===== src/rtl/dnn_dense_layer_fix.sv =====
// Fixed-point fully-connected layer engine: loads N_IN activations from a
// single-port synchronous memory, then for each neuron streams its weight row,
// multiply-accumulates, scales, optionally applies ReLU, saturates and tracks argmax.
module dnn_dense_layer_fix #(
    parameter int                    DATA_WIDTH  = 7,
    parameter int                    ADDR_WIDTH  = 16,
    parameter int                    N_IN        = 16,
    parameter int                    N_OUT       = 10,
    parameter int                    ACC_WIDTH   = 24,
    parameter logic [ADDR_WIDTH-1:0] ADDR_BASE_A = 16'h0000,
    parameter logic [ADDR_WIDTH-1:0] ADDR_BASE_W = 16'h0191,
    parameter int                    SHIFT       = 4,
    parameter int                    RELU_EN     = 1,
    parameter int                    BIAS_EN     = 1,
    parameter logic [DATA_WIDTH-1:0] BIAS_VAL    = 7'b0100000,
    localparam int                   AM_W        = (N_OUT > 1) ? $clog2(N_OUT) : 1
) (
    input  logic                        clk,
    input  logic                        rst,
    input  logic                        start,
    input  logic                        reset,
    input  logic [DATA_WIDTH-1:0]       mem_data,
    output logic [ADDR_WIDTH-1:0]       mem_addr,
    output logic                        busy,
    output logic                        done,
    output logic [N_OUT*DATA_WIDTH-1:0] out,
    output logic [AM_W-1:0]             argmax
);

    localparam int K  = N_IN + BIAS_EN;
    localparam int IW = $clog2(K + 1);

    localparam logic [2:0] S_IDLE = 3'd0;
    localparam logic [2:0] S_LOAD = 3'd1;
    localparam logic [2:0] S_MAC  = 3'd2;
    localparam logic [2:0] S_FIN  = 3'd3;
    localparam logic [2:0] S_DONE = 3'd4;

    localparam logic signed [ACC_WIDTH-1:0] MAXV = ACC_WIDTH'((1 << (DATA_WIDTH - 1)) - 1);
    localparam logic signed [ACC_WIDTH-1:0] MINV = ~MAXV;

    logic [2:0]                   r_state;
    logic                         r_a_vld;   // an address is on mem_addr this cycle
    logic [IW-1:0]                r_a_idx;
    logic                         r_d_vld;   // mem_data holds the word addressed last cycle
    logic [IW-1:0]                r_d_idx;
    logic [DATA_WIDTH-1:0]        r_buf [N_IN];
    logic signed [ACC_WIDTH-1:0]  r_acc;
    logic [AM_W-1:0]              r_j;
    logic [ADDR_WIDTH-1:0]        r_wbase;
    logic [ADDR_WIDTH-1:0]        r_addr;
    logic signed [DATA_WIDTH-1:0] r_out [N_OUT];
    logic signed [DATA_WIDTH-1:0] r_best;
    logic [AM_W-1:0]              r_argmax;
    logic                         r_busy;
    logic                         r_done;

    logic [DATA_WIDTH-1:0]          w_term;
    logic signed [2*DATA_WIDTH-1:0] w_prod;
    logic signed [ACC_WIDTH-1:0]    w_prod_ext;
    logic signed [ACC_WIDTH-1:0]    w_shift;
    logic signed [ACC_WIDTH-1:0]    w_relu;
    logic signed [DATA_WIDTH-1:0]   w_sat;

    // Select the multiplicand: buffered activation, or the bias constant past the last input.
    always_comb begin
        w_term = BIAS_VAL;
        for (int unsigned i = 0; i < N_IN; i++) begin
            if (r_d_idx == IW'(i)) w_term = r_buf[i];
        end
    end

    assign w_prod     = $signed(mem_data) * $signed(w_term);
    assign w_prod_ext = {{(ACC_WIDTH - 2*DATA_WIDTH){w_prod[2*DATA_WIDTH-1]}}, w_prod};
    assign w_shift    = r_acc >>> SHIFT;
    assign w_relu     = ((RELU_EN != 0) && w_shift[ACC_WIDTH-1]) ? '0 : w_shift;

    // Saturate the scaled accumulator to the signed output range.
    always_comb begin
        if (w_relu > MAXV)      w_sat = MAXV[DATA_WIDTH-1:0];
        else if (w_relu < MINV) w_sat = MINV[DATA_WIDTH-1:0];
        else                    w_sat = w_relu[DATA_WIDTH-1:0];
    end

    // Capture activations into the local buffer as they return from memory.
    always_ff @(posedge clk) begin
        if (r_state == S_LOAD && r_d_vld) begin
            for (int unsigned i = 0; i < N_IN; i++) begin
                if (r_d_idx == IW'(i)) r_buf[i] <= mem_data;
            end
        end
    end

    // Sequencer: address generation, accumulation, scaling and result registers.
    always_ff @(posedge clk or posedge rst) begin
        if (rst) begin
            r_state  <= S_IDLE;
            r_a_vld  <= 1'b0;
            r_a_idx  <= '0;
            r_d_vld  <= 1'b0;
            r_d_idx  <= '0;
            r_acc    <= '0;
            r_j      <= '0;
            r_wbase  <= ADDR_BASE_W;
            r_addr   <= ADDR_BASE_A;
            r_best   <= '0;
            r_argmax <= '0;
            r_busy   <= 1'b0;
            r_done   <= 1'b0;
            for (int unsigned j = 0; j < N_OUT; j++) r_out[j] <= '0;
        end else if (reset) begin
            r_state  <= S_IDLE;
            r_a_vld  <= 1'b0;
            r_a_idx  <= '0;
            r_d_vld  <= 1'b0;
            r_d_idx  <= '0;
            r_acc    <= '0;
            r_j      <= '0;
            r_wbase  <= ADDR_BASE_W;
            r_addr   <= ADDR_BASE_A;
            r_best   <= '0;
            r_argmax <= '0;
            r_busy   <= 1'b0;
            r_done   <= 1'b0;
            for (int unsigned j = 0; j < N_OUT; j++) r_out[j] <= '0;
        end else begin
            // Read data trails its address by one cycle.
            r_d_vld <= r_a_vld;
            r_d_idx <= r_a_idx;
            case (r_state)
                S_IDLE, S_DONE: begin
                    if (start) begin
                        r_state  <= S_LOAD;
                        r_busy   <= 1'b1;
                        r_done   <= 1'b0;
                        r_best   <= '0;
                        r_argmax <= '0;
                        r_addr   <= ADDR_BASE_A;
                        r_wbase  <= ADDR_BASE_W;
                        r_a_vld  <= 1'b1;
                        r_a_idx  <= '0;
                        r_d_vld  <= 1'b0;
                        r_j      <= '0;
                        for (int unsigned j = 0; j < N_OUT; j++) r_out[j] <= '0;
                    end
                end
                S_LOAD: begin
                    if (r_a_vld) begin
                        if (r_a_idx == IW'(N_IN - 1)) begin
                            r_a_vld <= 1'b0;
                        end else begin
                            r_a_idx <= r_a_idx + IW'(1);
                            r_addr  <= r_addr + ADDR_WIDTH'(1);
                        end
                    end
                    if (r_d_vld && r_d_idx == IW'(N_IN - 1)) begin
                        r_state <= S_MAC;
                        r_addr  <= r_wbase;
                        r_a_vld <= 1'b1;
                        r_a_idx <= '0;
                        r_d_vld <= 1'b0;
                        r_acc   <= '0;
                    end
                end
                S_MAC: begin
                    if (r_a_vld) begin
                        if (r_a_idx == IW'(K - 1)) begin
                            r_a_vld <= 1'b0;
                        end else begin
                            r_a_idx <= r_a_idx + IW'(1);
                            r_addr  <= r_addr + ADDR_WIDTH'(1);
                        end
                    end
                    if (r_d_vld) begin
                        r_acc <= r_acc + w_prod_ext;
                        if (r_d_idx == IW'(K - 1)) r_state <= S_FIN;
                    end
                end
                S_FIN: begin
                    for (int unsigned j = 0; j < N_OUT; j++) begin
                        if (r_j == AM_W'(j)) r_out[j] <= w_sat;
                    end
                    // Strictly greater replaces, so ties keep the lowest index.
                    if (r_j == '0 || w_sat > r_best) begin
                        r_best   <= w_sat;
                        r_argmax <= r_j;
                    end
                    if (r_j == AM_W'(N_OUT - 1)) begin
                        r_state <= S_DONE;
                        r_busy  <= 1'b0;
                        r_done  <= 1'b1;
                    end else begin
                        r_state <= S_MAC;
                        r_j     <= r_j + AM_W'(1);
                        r_wbase <= r_wbase + ADDR_WIDTH'(K);
                        r_addr  <= r_wbase + ADDR_WIDTH'(K);
                        r_a_vld <= 1'b1;
                        r_a_idx <= '0;
                        r_d_vld <= 1'b0;
                        r_acc   <= '0;
                    end
                end
                default: r_state <= S_IDLE;
            endcase
        end
    end

    // Flatten result registers onto the output bus, neuron j at bits [j*DW +: DW].
    always_comb begin
        out = '0;
        for (int unsigned j = 0; j < N_OUT; j++) begin
            out[j*DATA_WIDTH +: DATA_WIDTH] = r_out[j];
        end
    end

    assign mem_addr = r_addr;
    assign busy     = r_busy;
    assign done     = r_done;
    assign argmax   = r_argmax;

endmodule


===== config.mk =====
export PLATFORM = sky130hd
export DESIGN_NAME = dnn_dense_layer_fix
export DESIGN_NICKNAME = d
export VERILOG_FILES = /design/src/rtl/dnn_dense_layer_fix.sv
export SDC_FILE = /design/constraint.sdc
export NUM_CORES = 1
export LEC_CHECK = 0
export CAP_MARGIN = 10
export CORE_MARGIN = 2
export CORE_UTILIZATION = 31
export CTS_BUF_LIST = sky130_fd_sc_hd__clkbuf_8 sky130_fd_sc_hd__clkbuf_16
export CTS_CLUSTER_SIZE = 8
export DETAILED_ROUTE_END_ITERATION = 10
export PLACE_DENSITY = 0.49
export SETUP_SLACK_MARGIN = 0.5
export SYNTH_ARGS = -nofsm -noshare
export SYNTH_HDL_FRONTEND = slang
export SYNTH_SLANG_ARGS = --single-unit

===== constraint.sdc =====
create_clock -name clk -period 5.8 [get_ports clk]
set_input_delay 0.87 -clock clk [delete_from_list [all_inputs] [get_ports clk]]
set_output_delay 0.87 -clock clk [all_outputs]
set_load 0.02 [all_outputs]

# [Yosys cells after proc, flatten, opt, wreduce, memory -nomap -nowiden]
# Memory sizes are Yosys's and may differ from the RTL's.
# Index checks and enable logic that the tools add are counted.
[totals] reg_bits=158 memories=1 output_inout_bits=92 ram_bits=112 wordCells=316 input_bits=11
[memory_table] name="r_buf" words=16 word_bits=7 read_ports=16 rd_clocked_by_memory_dff=0 wr=1 line="47" text="logic [DATA_WIDTH-1:0] r_buf [N_IN];"
[op_classes] n_mux=191 addsub=5 eq_ne=51 magnitude_cmp=3 n_reduce_logical=41 mul=1
[ops] op="$mux 7" n=46
[ops] op="$mux 16" n=10
[ops] op="$mux 70" n=2
[ops] op="$pmux 70 s2" n=1
[ops] op="$reduce_or 7->1" n=15
[ops] op="$mux 24" n=4
[ops] op="$mux 1" n=80
[ops] op="$mux 4" n=20
[ops] op="$pmux 24 s3" n=1
[ops] op="$pmux 16 s4" n=1
[ops] op="$ne 3x3->1 const B" n=17
[ops] op="$eq 5x4->1 const B" n=9
[ops] op="$mux 5" n=9
[ops] op="$reduce_and 3->1" n=13
[ops] op="$pmux 16 s2" n=1
[ops] op="$add 24x14->24" n=1
[ops] op="$eq 5x3->1 const B" n=4
[ops] op="$lt 20x7->1 const B" n=1
[ops] op="$pmux 5 s4" n=1
[ops] op="$gt 19x6->1 const B" n=1
[ops] op="$mux 19" n=1
[ops] op="$mux 3" n=6
[ops] op="$add 16x1->16 const B" n=1
[ops] op="$add 16x5->16 const B" n=1
[ops] op="other kinds (33)" n=46

# [Longest topological paths before layout]
# Gate-level depths: netlist of run 1.
[logic_depth] depth_word=22 ltp_mapped=26

# [Worst setup path after synthesis of run 1]
# No wires, ideal clock.
[synth_path] kind="register to register" start="register r_d_idx[0]" end="register r_acc[23]" required_time_ps=5679 path_buffers=2 setup_time_ps=121 setup_slack_ps=-398 path_stages_with_launch=26 synth_period_minus_slack_ps=6198 arrival_time_ps=6077 path_cell_list="dfrtp_1 > buf_6 > buf_6 > mux2_1 > a221oi_1 > a211oi_1 > a21oi_1 > a21oi_1 > o22a_1 > and2_1 > fa_1 > inv_1 > fa_1 > inv_1 > fa_1 > inv_1 > fa_1 > inv_1 > ha_1 > o21a_1 > o21a_1 > and4_1 > a22oi_1 > xnor2_1 > xnor2_1 > a22o_1"
[synth_via] elab_chain_cells=22
[synth_lines] item="start, declared" line="46" text="logic [IW-1:0] r_d_idx;"
[synth_lines] item="start signal, assigned" line="129" text="r_d_idx <= r_a_idx;"
[synth_lines] item="$logic_not 5->1" line="69" text="if (r_d_idx == IW'(i)) w_term = r_buf[i];"
[synth_lines] item="$mux 7 (16 in series)" line="69"
[synth_lines] item="$mul 7x7->14" line="73" text="assign w_prod = $signed(mem_data) * $signed(w_term);"
[synth_lines] item="$add 24x14->24" line="175" text="r_acc <= r_acc + w_prod_ext;"
[synth_lines] item="$mux 24" line="174" text="if (r_d_vld) begin"
[synth_lines] item="$pmux 24 s3" line="130" text="case (r_state)"
[synth_lines] item="$mux 24" line="111" text="end else if (reset) begin"
[synth_lines] item="end signal, assigned" line="175"
[synth_lines] item="end, declared" line="48" text="logic signed [ACC_WIDTH-1:0] r_acc;"
# Parallel ways exist; a longest one is shown, timed or not. The select of a mux whose other input is x is not followed.
# A chain may end at the register's enable or synchronous reset.

# [Final worst setup path of run 1]
[layout_path] start="register r_d_idx[0]" end="register r_acc[18]"
# The elaborated chain is that of the path after synthesis.

==> run summary, run 1 <==
status = finished with violations
failing checks = setup timing
Post-Syn Area = 16100 um2
R2R depth = 25
clock slew at reported path FFs = 0.05 ns
via count = 12200
slew margin rel. = 21.1%
r2r endpoint = r_acc[18]$_DFFE_PP0P_
routed length per instance = 18.8 um
post-synthesis mux area share = 5.67%
Synth Area in Adders = 15.6%
I/O pin total = 103
R2R Path Start = r_d_idx[0]$_DFF_PP0_
full die area = 53900 um2
final hold vios = 0
largest family of logic cells by synthesized area = adder cells
register area = 7330 um2
Layout fillers = 4939
max-slew violations = 0
crit end category = flop
WHS Path Cells = 1
htree depth = 2
hpwl dp = 33.5 mm
minimum clock period = 6.10 ns
setup repair after global routing missed its margin = yes
critical path type = flop to flop
routed wire length = 46.3 mm
Main synth FF type = dfrtp_1
post-synthesis sequential area ratio = 45.3%
cell at the slowest stage of the critical path = fa_1
grt total ovfl = 0
DR iter-0 viols = 806
number of global-route vias before repair = 12700
CTS Root Cell = clkbuf_16
min-delay src = out[48]$_DFFE_PP0P_
Critical Path AT = 6.53 ns
setup_tns = -2.54 ns
R2R Setup Slk = -0.30 ns
residual DRC count = 0
Yosys cell types = 99
Final #Nets = 1925
Worst Hold Class = flop to flop
Final period util = 105%
Synth Area in Simple Gates = 13.0%
ant diodes = 0
share of cells above drive strength 1 = 27.7%
CP delay by family, top = adder cells
row count = 83
Post-synth EDFFs = 112
yosys warns = 0
max_cap viols = 0
Buffers & Inverters on Critical Path = 7
drt first pass iters = 5
Setup-failing EPs final = 13
Clock Path Buffers = 3
crit start category = flop
Clock Latency Late Sink = 0.55 ns
post-synth top area share = 23.9%
Routability Congestion = 0.851
Core ar. = 51400 um2
cell count after synthesis = 1466
multi-input logic area = 8560 um2
Via density = 4.94
Critical Path RT = 6.23 ns
worst clock skew = 0.0164 ns
biggest cell delay along the critical path = 0.57 ns
dominant cell type by area after synthesis = dfrtp_1
global-route wire length before repair = 72.9 mm
initial core utilization = 31.4%
TritonCTS clock tree = done
Post-synth ARST share = 58.5%
Die Width = 232 um
syn_area_per_cell = 11.0 um2
total CTS buffers = 40
CTS sink count = 270
most frequent cell after synthesis = inv_1
initial antenna violation count = 0
Post-Synthesis Net Count = 1629
largest net degree at the start of global routing = 86
fmax = 0.164 GHz
Die Height = 232 um
Area contributors post-synth = dfrtp_1 24%, edfxtp_1 21%, fa_1 10%
CP max FO = 7
P&R area growth vs syn = 32.4%
post-route ant nets = 0
XOR/XNOR Fraction of Synth Area = 1.74%
Least-Margin Pin Slew = 1.17 ns
final worst slack = -0.304 ns
Tot GR Track Use = 17.3%
Commonest cells post-synth = 194 x inv_1, 154 x dfrtp_1, 112 x edfxtp_1, 110 x nor2_1, 87 x nand2_1
Buffers on Ports = 102
Hold EP = out[48]$_DFFE_PP0P_
Synth Area in Compound Gates = 12.4%
Synth Register Bits = 270
==> cells in the final DEF (no fill, tap or decap), types with 34 or more instances in the layout <==
cell,instances
o21ai_0,64
clkdlybuf4s50_1,102
ha_1,53
clkbuf_16,43
nand2_1,83
edfxtp_1,112
mux2_2,61
fa_1,77
nor2_1,99
inv_1,189
dfrtp_1,151
a21oi_1,34
buf_4,160
==> state kept, by name, indices dropped and copies added (netlist names) <==
signal,cells
r_wbase,16
r_state,3
r_acc,24
r_best,7
r_d_vld,1
r_a_idx,5
r_buf,112
r_j,4
argmax,4
done,1
out,70
mem_addr,16
r_a_vld,1
r_d_idx,5
busy,1
==> per-stage QoR <==
stage / area (um2) / setup slack, ns / utilization, % / cells / hold WS [ns]
6_report: 21400 / -0.304 / 41.6 / 2465 / 0.482
5_1_grt: 21400 / -0.540 / 41.6 / 2465 / 0.509
4_1_cts: 21000 / -0.314 / 40.8 / 2444 / 0.486
3_5_place_dp: 19100 / -0.603 / 37.2 / 2354 / 0.471
3_3_place_gp: 19100 / -0.480 / 37.2 / 2354 / 0.468
2_1_floorplan: 16300 / -0.116 / - / 1466 / 0.454
==> metal layers <==
metal	part of all wire, %	GRT usage [%]	up-vias
met5	0	0	-
met4	2.2	4.75	0
met3	5.2	3.33	75
met2	46	27.4	298
met1	46	24.2	6105
li1	-	-	5695
==> timing repair <==
| item | in CTS | in global routing |
|---|---|---|
| endpoints found under the setup margin | 19 | 18 |
| hold buffers | 0 | 0 |
| resized for setup | 106 | 55 |
| cloned | 1 | 0 |
| buffers inserted | 24 | 21 |
| pin swaps | 71 | 64 |
==> worst max path at each step <==
stage	start	end	slack, ns	depth (start not counted)
after global placement	r_d_idx[1]$_DFF_PP0_	r_acc[18]$_DFFE_PP0P_	-0.48	23
after floorplan	r_d_idx[0]$_DFF_PP0_	r_acc[23]$_DFFE_PP0P_	-0.12	25
after CTS	r_d_idx[0]$_DFF_PP0_	r_acc[23]$_DFFE_PP0P_	-0.31	26
final	r_d_idx[0]$_DFF_PP0_	r_acc[18]$_DFFE_PP0P_	-0.30	25
after global routing	r_d_idx[0]$_DFF_PP0_	r_acc[23]$_DFFE_PP0P_	-0.54	28
after detailed placement	r_d_idx[1]$_DFF_PP0_	r_acc[18]$_DFFE_PP0P_	-0.60	23
==> area by class of cell <==
class                           count  area share [%]
Clock buffer                       43            4.98
Clock inverter                     22           0.451
Inverter                          195            3.46
Multi-Input combinational cell    954            40.0
Sequential cell                   270            34.3
Tap cell                          680            3.98
Timing Repair Buffer              301            12.8
==> logic make-up (layout without fill, tap and decap cells) <==
group | count (synthesis) | count (layout)
other | 1 | 1
flip-flops | 270 | 270
buffers and inverters | 242 | 561
adder cells (fa/ha/maj) | 152 | 152
multiplexers | 80 | 80
XOR/XNOR | 32 | 32
AO/OA/AOI/OAI | 289 | 289
AND/OR/NAND/NOR | 400 | 400
Power of run 1 is not shown: default switching activity piles up to over one toggle a cycle in this logic, so the estimate is an artifact.
==> inputs of run 2 (changes only) <==
- CTS_CLUSTER_SIZE: 8 -> unset
==> run 2 against run 1 <==
Effect of this change: the flow still finishes with violations (setup timing); non-clock buffer count shrank 16; largest cell class unchanged; critical path depth is the same; cell area shrank 1.9%; global-route usage down 0.30 points; routed wire length shrank 1.3%; maximum frequency rose by 1.2%; count of clock-buffer cells in the layout fell by 8; utilization is 0.81 points lower.
==> run summary, run 2 (synthesized netlist as in run 1, its figures left out) <==
failing checks = setup timing
crit end category = flop
biggest cell delay along the critical path = 0.51 ns (-0.06 ns)
Die Height = 232 um (unchanged)
grt total ovfl = 0 (unchanged)
P&R area growth vs syn = 29.8%
Post-CTS Hold Fix Bufs = 0 (unchanged)
Biggest register = r_buf
final hold vios = 0 (unchanged)
Buffers on Ports = 102 (unchanged)
routed wire length = 45.7 mm (-1.3%)
TritonCTS clock tree = done
Least-Margin Pin Slew = 1.17 ns (-0.000536 ns)
full die area = 53900 um2 (unchanged)
largest net degree at the start of global routing = 86 (unchanged)
CTS Root Cell = clkbuf_16
DR iter-0 viols = 790 (-2.0%)
Buffers & Inverters on Critical Path = 7 (unchanged)
Routability Congestion = 0.851 (unchanged)
Setup-failing EPs final = 13 (unchanged)
Tot GR Track Use = 17.0% (-0.30 points)
Via density = 4.92 (-0.45%)
Clock Path Buffers = 3 (unchanged)
residual DRC count = 0 (unchanged)
minimum clock period = 6.03 ns (-0.0695 ns)
initial core utilization = 31.4% (unchanged)
global-route wire length before repair = 72.3 mm (-0.91%)
CP max FO = 7 (unchanged)
row count = 83 (unchanged)
status = finished with violations
commonest non-fill, non-tap cells in the layout = 183 x inv_1, 152 x buf_4, 151 x dfrtp_1
number of global-route vias before repair = 12500 (-1.5%)
max-slew violations = 0 (unchanged)
CP delay by family, top = adder cells
most used cell, CP = buf_4
total CTS buffers = 31 (-23%)
Core ar. = 51400 um2 (unchanged)
ant diodes = 0 (unchanged)
Layout fillers = 4985 (+0.93%)
Final period util = 104% (-1.2 points)
I/O pin total = 103 (unchanged)
slew margin rel. = 21.1% (+0.036 points)
Die Width = 232 um (unchanged)
Final #Nets = 1900 (-1.3%)
via count = 12000 (-1.5%)
drt first pass iters = 5 (unchanged)
setup_tns = -1.83 ns (+0.711 ns)
setup repair after global routing missed its margin = yes
Clock Latency Late Sink = 0.57 ns (+0.02 ns)
Critical Path RT = 6.26 ns (+0.03 ns)
critical path type = flop to flop
CTS sink count = 270 (unchanged)
initial antenna violation count = 0 (unchanged)
routed length per instance = 18.7 um (-0.22%)
hpwl dp = 33.5 mm (unchanged)
fmax = 0.166 GHz (+1.2%)
clock slew at reported path FFs = 0.06 ns (about the same)
Worst Hold Class = flop to flop
htree depth = 1 (-1)
worst clock skew = 0.00869 ns (-0.00772 ns)
cell at the slowest stage of the critical path = dfrtp_2
Critical Path AT = 6.50 ns (-0.03 ns)
commonest non-fill, non-tap cell in the layout = inv_1
crit start category = flop
max FFs per register = 112 (unchanged)
final worst slack = -0.234 ns (+0.0695 ns)
max_cap viols = 0 (unchanged)
share of cells above drive strength 1 = 26.5% (-1.2 points)
post-route ant nets = 0 (unchanged)
[run 2: path summary, 6_finish.rpt]
path | startpoint | endpoint | slack [ns] | cells past startpoint
max | r_d_idx[0]$_DFF_PP0_ | r_acc[18]$_DFFE_PP0P_ | -0.23 | 25
min reg2reg | out[48]$_DFFE_PP0P_ | out[48]$_DFFE_PP0P_ | 0.48 | 1
max reg2reg | r_d_idx[0]$_DFF_PP0_ | r_acc[18]$_DFFE_PP0P_ | -0.23 | 25
max in group asynchronous | rst | r_d_idx[1]$_DFF_PP0_ | 3.91 | 3
min | out[48]$_DFFE_PP0P_ | out[48]$_DFFE_PP0P_ | 0.48 | 1
min in group asynchronous | rst | out[36]$_DFFE_PP0P_ | 0.82 | 2
[run 2: area by class of cell]
| type | instances | area [um2] | area share [%] |
|---|---|---|---|
| multi-input combinational | 954 | 8520 | 40.7 |
| sequential | 270 | 7330 | 34.9 |
| timing repair buffer | 285 | 2560 | 12.2 |
| tap | 680 | 851 | 4.06 |
| clock buffer | 35 | 831 | 3.96 |
| inverter | 195 | 741 | 3.53 |
| clock inverter | 19 | 133 | 0.633 |
[run 2: repair_timing]
action,in CTS,in global routing
hold endpoints to repair,0,0
setup buffers,16,14
cloned,0,0
pin swaps,36,67
setup endpoints to repair,19,19
gates resized for setup,80,60
[run 2: routing by layer]
metal | up-vias | GRT usage [%] | share of wire (%)
li1 | 5640 | - | -
met1 | 6017 | 24.1 | 46
met2 | 266 | 27.2 | 47
met3 | 63 | 3.20 | 5.3
met4 | 0 | 3.51 | 1.9
met5 | - | 0 | 0
[run 2: through the flow]
| step | hold WS, ns | utilization, % | instance area [um2] | worst slack [ns] | std cells |
|---|---|---|---|---|---|
| floorplan | 0.454 | - | 16300 | -0.116 | 1466 |
| global placement | 0.468 | 37.2 | 19100 | -0.480 | 2354 |
| global route | 0.511 | 40.8 | 21000 | -0.470 | 2438 |
| CTS | 0.492 | 40.0 | 20600 | -0.298 | 2424 |
| detailed placement | 0.471 | 37.2 | 19100 | -0.603 | 2354 |
| finish | 0.484 | 40.8 | 21000 | -0.234 | 2438 |
Power of run 2 is left out for the same reason.
